===== src/rtl/stat_link_tx_if.sv =====
`default_nettype none
// ---------------------------------------------------------------------------
// stat_link_tx_if : peer-status link bundle (status, attack handshake, line)
// Revision: 1.0
// ---------------------------------------------------------------------------
interface stat_link_tx_if;
  logic [2:0] stat_in;
  logic       atk_valid;
  logic [2:0] atk_lines;
  logic       atk_ready;
  logic       tx_line;
  logic       busy;
  logic       frame_sent;

  modport master (
    output stat_in, atk_valid, atk_lines,
    input  atk_ready, tx_line, busy, frame_sent
  );

  modport slave (
    input  stat_in, atk_valid, atk_lines,
    output atk_ready, tx_line, busy, frame_sent
  );
endinterface
`default_nettype wire


===== src/rtl/stat_link_tx.sv =====
`default_nettype none
// ---------------------------------------------------------------------------
// stat_link_tx : framed serial sender of game status + attack count
// Revision: 1.0
// ---------------------------------------------------------------------------
module stat_link_tx #(
  parameter int CLKS_PER_BIT   = 1000,
  parameter int HEARTBEAT_BITS = 64
) (
  input logic        global_clk,
  input logic        rst,
  stat_link_tx_if.slave lnk
);

  localparam int CW  = $clog2(CLKS_PER_BIT);
  localparam int HBW = $clog2(HEARTBEAT_BITS + 1);
  localparam logic [CW-1:0]  CNT_LAST = CW'(CLKS_PER_BIT - 1);
  localparam logic [HBW-1:0] HB_MAX   = HBW'(HEARTBEAT_BITS);
  localparam logic [HBW-1:0] HB_PRE   = HBW'(HEARTBEAT_BITS - 1);

  typedef enum logic [2:0] {
    IDLE   = 3'd0,
    START  = 3'd1,
    DATA   = 3'd2,
    PARITY = 3'd3,
    STOP   = 3'd4,
    GUARD  = 3'd5
  } state_t;

  state_t         state, state_nx;
  logic           tx_q, tx_nx;
  logic [CW-1:0]  cnt;
  logic [2:0]     idx;
  logic [5:0]     shreg;
  logic           par;
  logic [2:0]     atk_reg;
  logic           atk_full;
  logic [2:0]     last_stat;
  logic [HBW-1:0] hb;
  logic           force_send;

  logic       bit_end, atk_accept, hb_hit, trigger;
  logic       load, shift, idx_clr, idx_inc;
  logic [2:0] atk_snap;

  assign bit_end    = (cnt == CNT_LAST);
  assign atk_accept = lnk.atk_valid && !atk_full;
  // Fire on the cycle the final idle bit period completes so frames repeat on bit boundaries.
  assign hb_hit     = (hb == HB_MAX) || (bit_end && (hb == HB_PRE));
  assign trigger    = force_send || atk_full || (lnk.stat_in != last_stat) || hb_hit;
  // An attack accepted in the snapshot cycle bypasses the holding register.
  assign atk_snap   = atk_full ? atk_reg : (atk_accept ? lnk.atk_lines : 3'b000);

  always_ff @(posedge global_clk or posedge rst) begin
    if (rst) state <= IDLE;
    else     state <= state_nx;
  end

  always_comb begin
    state_nx = state;
    tx_nx    = tx_q;
    load     = 1'b0;
    shift    = 1'b0;
    idx_clr  = 1'b0;
    idx_inc  = 1'b0;
    case (state)
      IDLE: if (trigger) begin
        state_nx = START;
        tx_nx    = 1'b0;
        load     = 1'b1;
      end
      START: if (bit_end) begin
        state_nx = DATA;
        tx_nx    = shreg[0];
        idx_clr  = 1'b1;
      end
      DATA: if (bit_end) begin
        shift = 1'b1;
        if (idx == 3'd5) begin
          state_nx = PARITY;
          tx_nx    = par;
        end else begin
          tx_nx   = shreg[1];
          idx_inc = 1'b1;
        end
      end
      PARITY: if (bit_end) begin
        state_nx = STOP;
        tx_nx    = 1'b1;
      end
      STOP: if (bit_end) begin
        state_nx = GUARD;
        idx_clr  = 1'b1;
      end
      GUARD: if (bit_end) begin
        if (idx == 3'd1) state_nx = IDLE;
        else             idx_inc  = 1'b1;
      end
      default: begin
        state_nx = IDLE;
        tx_nx    = 1'b1;
      end
    endcase
  end

  always_ff @(posedge global_clk or posedge rst) begin
    if (rst) begin
      tx_q       <= 1'b1;
      cnt        <= '0;
      idx        <= 3'd0;
      shreg      <= 6'd0;
      par        <= 1'b0;
      atk_reg    <= 3'd0;
      atk_full   <= 1'b0;
      last_stat  <= 3'd0;
      hb         <= '0;
      force_send <= 1'b1;
    end else begin
      tx_q <= tx_nx;
      cnt  <= (load || bit_end) ? '0 : cnt + 1'b1;

      if (idx_clr)      idx <= 3'd0;
      else if (idx_inc) idx <= idx + 3'd1;

      if (load) begin
        shreg      <= {atk_snap, lnk.stat_in};
        par        <= ^{atk_snap, lnk.stat_in};
        last_stat  <= lnk.stat_in;
        force_send <= 1'b0;
      end else if (shift) begin
        shreg <= {1'b0, shreg[5:1]};
      end

      if (load) begin
        atk_full <= 1'b0;
      end else if (atk_accept && (lnk.atk_lines != 3'b000)) begin
        atk_full <= 1'b1;
        atk_reg  <= lnk.atk_lines;
      end

      if (load)
        hb <= '0;
      else if ((state == IDLE) && bit_end && (hb != HB_MAX))
        hb <= hb + 1'b1;
    end
  end

  assign lnk.tx_line    = tx_q;
  assign lnk.busy       = (state != IDLE);
  assign lnk.frame_sent = (state == STOP) && bit_end;
  assign lnk.atk_ready  = !atk_full;

endmodule
`default_nettype wire

===== src/flat_wrapper.sv =====
// flat-port wrapper written by rule: the top's interface ports become plain ports
module stat_link_tx_flat 
#(
  parameter int CLKS_PER_BIT   = 1000,
  parameter int HEARTBEAT_BITS = 64
)
  (global_clk, rst, lnk_stat_in, lnk_atk_valid, lnk_atk_lines, lnk_atk_ready, lnk_tx_line, lnk_busy, lnk_frame_sent);
  stat_link_tx_if lnk_i ();
  input logic global_clk;
  input logic rst;
  input wire logic [$bits(lnk_i.stat_in)-1:0] lnk_stat_in;
  input wire logic [$bits(lnk_i.atk_valid)-1:0] lnk_atk_valid;
  input wire logic [$bits(lnk_i.atk_lines)-1:0] lnk_atk_lines;
  output wire logic [$bits(lnk_i.atk_ready)-1:0] lnk_atk_ready;
  output wire logic [$bits(lnk_i.tx_line)-1:0] lnk_tx_line;
  output wire logic [$bits(lnk_i.busy)-1:0] lnk_busy;
  output wire logic [$bits(lnk_i.frame_sent)-1:0] lnk_frame_sent;
  assign lnk_i.stat_in = lnk_stat_in;
  assign lnk_i.atk_valid = lnk_atk_valid;
  assign lnk_i.atk_lines = lnk_atk_lines;
  assign lnk_atk_ready = lnk_i.atk_ready;
  assign lnk_tx_line = lnk_i.tx_line;
  assign lnk_busy = lnk_i.busy;
  assign lnk_frame_sent = lnk_i.frame_sent;
  stat_link_tx #(.CLKS_PER_BIT(CLKS_PER_BIT), .HEARTBEAT_BITS(HEARTBEAT_BITS)) u_core (.global_clk(global_clk), .rst(rst), .lnk(lnk_i));
endmodule

===== config.mk =====
export PLATFORM = sky130hd
export DESIGN_NAME = stat_link_tx_flat
export DESIGN_NICKNAME = d
export VERILOG_FILES = /design/src/rtl/stat_link_tx_if.sv /design/src/rtl/stat_link_tx.sv /design/src/flat_wrapper.sv
export SDC_FILE = /design/constraint.sdc
export NUM_CORES = 1
export LEC_CHECK = 0
export ABC_CLOCK_PERIOD_IN_PS = 6500
export CORE_UTILIZATION = 62
export DETAILED_ROUTE_END_ITERATION = 6
export PLACE_DENSITY = 0.91
export SYNTH_ARGS = -nofsm -noshare
export SYNTH_HDL_FRONTEND = slang
export SYNTH_SLANG_ARGS = --single-unit

===== constraint.sdc =====
create_clock -name global_clk -period 6.5 [get_ports global_clk]
set_clock_uncertainty 0.15 [all_clocks]
set_input_delay 1.95 -clock global_clk [delete_from_list [all_inputs] [get_ports global_clk]]
set_output_delay 1.95 -clock global_clk [all_outputs]
set_load 0.02 [all_outputs]

### Yosys cells after proc, flatten, opt, wreduce, memory -nomap -nowiden

Index checks and enable logic that the tools add are counted.

| storage, ports and cells | value |
|---|---|
| word-level logic and storage cells | 97 |
| output and inout bits | 4 |
| register bits | 39 |
| bits of input ports | 9 |

| cells by class | value |
|---|---|
| muxes and demuxes | 36 |
| bitwise operators | 2 |
| equal/unequal tests | 20 |
| add/subtract/negate cells | 3 |
| reductions and logical operators | 25 |

Operator list:

| operator | count |
|---|---|
| $mux 3 | 12 |
| $pmux 3 s6 | 1 |
| $mux 1 | 16 |
| $ne 2x1->1 const B | 8 |
| $mux 7 | 2 |
| $mux 6 | 2 |
| $add 10x1->10 const B | 1 |
| $eq 10x10->1 const B | 1 |
| $mux 10 | 1 |
| $eq 3x3->1 const B | 3 |
| $reduce_and 8->1 | 1 |
| $reduce_bool 2->1 | 4 |
| $add 7x1->7 const B | 1 |
| $eq 7x6->1 const B | 1 |
| $eq 7x7->1 const B | 1 |
| $ne 7x7->1 const B | 1 |
| $eq 3x1->1 const B | 2 |
| $eq 3x2->1 const B | 2 |
| $logic_and 1x1->1 | 6 |
| $reduce_bool 3->1 | 2 |
| $reduce_xor 6->1 | 1 |
| $logic_or 1x1->1 | 5 |
| $pmux 1 s5 | 1 |
| $reduce_and 5->1 | 1 |
| other kinds (8) | 10 |

### Longest topological paths before layout

| depth | value |
|---|---|
| depth in word-level cells | 8 |
| depth in mapped cells | 9 |
| gate-level depth less buffers | 8 |

### Least setup slack after synthesis

OpenSTA, ideal clock, no wires.

| path | value |
|---|---|
| path type | flip-flop to output port |
| from | reg u_core.cnt[3] |
| to | out lnk_frame_sent |
| buffers on the path | 1 |
| slack | 2.986 ns |
| arrival time | 1.414 ns |
| stages on the path, launching flop included | 5 |
| required time | 4.400 ns |
| cells stage by stage | dfrtp_1 nor3b_2 and4_2 clkbuf_1 and3_1 |

| on the way | value |
|---|---|
| longest elaborated chain between the ends | 2 |

RTL lines:

| what | RTL line | text |
|---|---|---|
| start, declared | stat_link_tx.sv:32 | `logic [CW-1:0] cnt;` |
| start signal, assigned | stat_link_tx.sv:120 | `cnt <= (load \|\| bit_end) ? '0 : cnt + 1'b1;` |
| $eq 10x10->1 | stat_link_tx.sv:46 | `assign bit_end = (cnt == CNT_LAST);` |
| $logic_and 1x1->1 | stat_link_tx.sv:150 | `assign lnk.frame_sent = (state == STOP) && bit_end;` |
| end, declared | flat_wrapper.sv:17 | `output wire logic [$bits(lnk_i.frame_sent)-1:0] lnk_frame_sent;` |

No other way between the ends.

### Worst setup path after layout

Same ends and word-level chain as after synthesis.

==> flow_summary_export.csv <==
group,metric,value,unit
status,run_status,"finished, final reports clean",
cells_and_area,flip_flop_count_of_the_largest_register_after_layout,10,
grt,grt_start_max_net_pins,40,
grt,antenna_found_initial,0,
die,io_pins,13,
synth,avgSynthCellArea,9.79,um2
sta,tightestPinTransition,0.553,ns
power_and_ir_drop,clock_power_share,37.2,%
drt,vias,1650,
sta,holdWs,0.317,ns
drt,detail_route.drc_violations,0,
critical_path,worst_path_largest_cell_delay,0.60,ns
clock_tree,clkSlewWorstSetupHoldPaths,0.12,ns
cells_and_area,regMostFlops,"u_core.cnt",
clock_tree,cts_setup_buffers,0,
critical_path,r2r_startpoint,"u_core.hb[0]",
synth,synthesis.area,2140,um2
synth,ys_warn_count,0,
synth,postSynthCellCount,219,
sta,headroom_to_the_max_slew_limit,63.0,%
power_and_ir_drop,power_leakage,1.02,nW
grt,first_global_vias,1559,
critical_path,timing.critical_path.buf_inv,1,
critical_path,crit_chain,"nor3b_2 > and4_2 > and3_1 > clkdlybuf4s50_1",
critical_path,timing.reg2reg.setup_slack,4.05,ns
sta,rsz0062_at_grt,"false",
clock_tree,post_cts_sizing_count,0,
clock_tree,cts_tree,"yes",
die,num_rows,20,
sta,finalSetupTns,0,ns
critical_path,path_max_fanout,8,
cells_and_area,fin_area,2370,um2
power_and_ir_drop,peakVddDrop,0.135,mV
cells_and_area,layout-drive-gt1-share,11.6,%
clock_tree,clk_latency_worst_skew_pair,0.37,ns
clock_tree,clock-root-buffer,"clkbuf_4",
cells_and_area,diodes,0,
placement,routabilityCongestion,0.778,
sta,final-hold-violation-count,0,
grt,globalRouteOverflowTotal,0,
clock_tree,htree_levels,2,
run,maxCapViolCount,0,
synth,yosys.area.top_type,"dfrtp_1",
critical_path,critPathRequiredTime,4.40,ns
cells_and_area,layout_top_registers,"u_core.cnt: 10 flops, u_core.hb: 7 flops, u_core.shreg: 6 flops",
drt,drt_iter0_drc,99,
placement,dp.final_hpwl,2710,um
power_and_ir_drop,power.switching,0.104,mW
drt,detail_route.wirelength,4100,um
die,die-area,3700,um2
sta,post_route_fraction_of_the_period_consumed_by_the_critical_path,67.3,%
synth,post_synth_main_area_contributors,"dfrtp_1 (43%), nand2_1 (4.9%), xnor2_1 (4.5%), o21ai_0 (4.0%), xor2_1 (3.7%)",
drt,wl_per_cell,14.8,um
synth,yosys_register_bits,39,
power_and_ir_drop,power.share.switching,22.4,%
clock_tree,cts_hold_buf,0,
sta,final-max-slew-violation-count,0,
drt,final_antenna_net_count,0,
die,fp.dieH,60.8,um
die,start_util,67.5,%
power_and_ir_drop,comb_power_share,7.8,%
critical_path,criticalPathCategory,"register to output port",
worst_hold_path,worstHoldEndpoint,"u_core.cnt[0]",
power_and_ir_drop,internal-power,0.360,mW
die,core-area,3180,um2
sta,setup_viol_count_final,0,
clock_tree,clockBufferDepth,2,
synth,yosys.cell_types.count,50,
synth,seq_area_frac_synth,45.6,%
worst_hold_path,hold_path_startpoint,"u_core.cnt[0]",
cells_and_area,design.final.nets,245,
grt,grt_pass1_wl,6840,um
power_and_ir_drop,sequentialPowerShare,55.0,%
worst_hold_path,holdCritPathClass,"register to register",
critical_path,setup.worst_path.end_class,"output port",
sta,fmax,0.228,GHz
critical_path,cp_top_family,"simple AND/OR/NAND/NOR gates",
critical_path,crit_slowest_cell,"clkdlybuf4s50_1",
cells_and_area,layout.cells.most_common_list,"dfrtp_1 (37), nand2_1 (28), nor2_1 (18), o21ai_0 (17), clkdlybuf4s50_1 (12)",
power_and_ir_drop,power_per_cell_area,196,nW/um2
drt,detailedRoute.firstPassIterationCount,4,
placement,count_of_input_and_output_buffers,12,
clock_tree,clock_sinks,39,
grt,overall_global_routing_usage,25.9,%
critical_path,timing.critical_path.from_type,"register",
cells_and_area,syn_to_final_growth,10.4,%
placement,placed_cell_area,2280,um2
synth,synth_nets,233,
cells_and_area,mostFrequentLayoutCell,"dfrtp_1",
drt,detail_route.vias_per_cell,5.98,
worst_hold_path,worst_hold_path.num_cells,1,
clock_tree,tritoncts.num_buffers,5,
critical_path,worstRegToRegCells,8,
die,die_w,60.8,um
synth,top_area_cell_type_share_of_the_netlist_area,43.2,%
critical_path,critical_path.reg2reg.endpoint,"u_core.atk_reg[1]",
critical_path,critical_path_arrival,2.28,ns
sta,final_period_minus_worst_setup_slack,4.38,ns
synthesized netlist by cell type (all sizes together):
cell type  number
or2             1
o32a            1
o21ai          21
a32o            3
o21a            1
a22oi           2
nand4           1
and2            2
nand2b          3
dfrtp          37
xnor2          11
nor4            1
mux2            2
xor2            9
nor3            9
o41ai           1
a211oi          1
o21bai          2
nand3b          1
clkbuf          4
dfstp           2
a21oi           6
a311oi          1
a221oi          1
ha              5
buf             4
nand2          28
o211ai          2
and3            4
or4             1
a21boi          1
nand4b          2
nor3b           1
o31ai           2
and4            2
nor2           18
nor2b           3
nand3          11
mux2i           3
inv             7
nand4bb         1
a211o           1
power by group through the flow:
stage	clock (mW)	sequential, mW	combinational (mW)
6_report	0.172	0.255	0.0360
5_1_grt	0.186	0.256	0.0399
4_1_cts	0.176	0.255	0.0364
3_5_place_dp	0	0.260	0.0362
3_3_place_gp	0	0.259	0.0356
2_1_floorplan	0	0.258	0.0253
cells by family (layout without fill, tap and decap cells):
family          Yosys count  in the layout  synth area share, %
buf+inv                  15             28                 3.38
flops                    39             39                 45.6
simple gates             89             89                 23.3
fa+ha+maj                 5              5                 2.92
compound gates           46             46                 14.2
mux                       5              5                 2.45
xor+xnor                 20             20                 8.17
worst reg2reg max path, stage by stage, from the launching register on:
cell	delay, ns
dfrtp_1	0.42
inv_1	0.07
ha_1	0.20
nand4bb_1	0.10
nor3_1	0.08
nand4b_2	0.38
o21ai_2	0.56
o211ai_1	0.18
a32o_1	0.23
through the flow:
stage	setup WS, ns	power, mW	instances	utilization, %
after floorplan	2.99	0.284	219	-
after global placement	2.28	0.295	268	71.8
after detailed placement	2.19	0.296	268	71.8
after CTS	2.11	0.467	276	74.5
after global routing	2.01	0.482	276	74.5
final	2.12	0.463	276	74.5
layer usage:
layer  global-route usage (%)  share of wire, %  vias to the layer above
met3                     5.54               4.0                       12
met2                     40.0                48                       33
met1                     33.7                46                      805
met5                        0                 0                        -
li1                         -                 -                      800
met4                     15.3               2.8                        0
how the worst max path moves through the flow:
stage                         from  slack [ns]           endpoint  cells after the start
finish               u_core.cnt[3]        2.12     lnk_frame_sent                      4
global placement    lnk_stat_in[1]        2.28  u_core.atk_reg[0]                      7
CTS                  u_core.cnt[3]        2.11     lnk_frame_sent                      4
global route         u_core.cnt[3]        2.01     lnk_frame_sent                      4
detailed placement  lnk_stat_in[1]        2.19  u_core.atk_reg[0]                      7
floorplan            u_core.cnt[3]        2.99     lnk_frame_sent                      4
cell type report:
type | count | area (um2)
Inverter | 7 | 26.3
Clock inverter | 2 | 35.0
Multi-Input combinational cell | 165 | 1090
Tap cell | 44 | 55.1
Timing Repair Buffer | 13 | 128
Sequential cell | 39 | 978
Fill cell | 222 | 811
Clock buffer | 6 | 51.3
(Power assumes the default switching activity.)
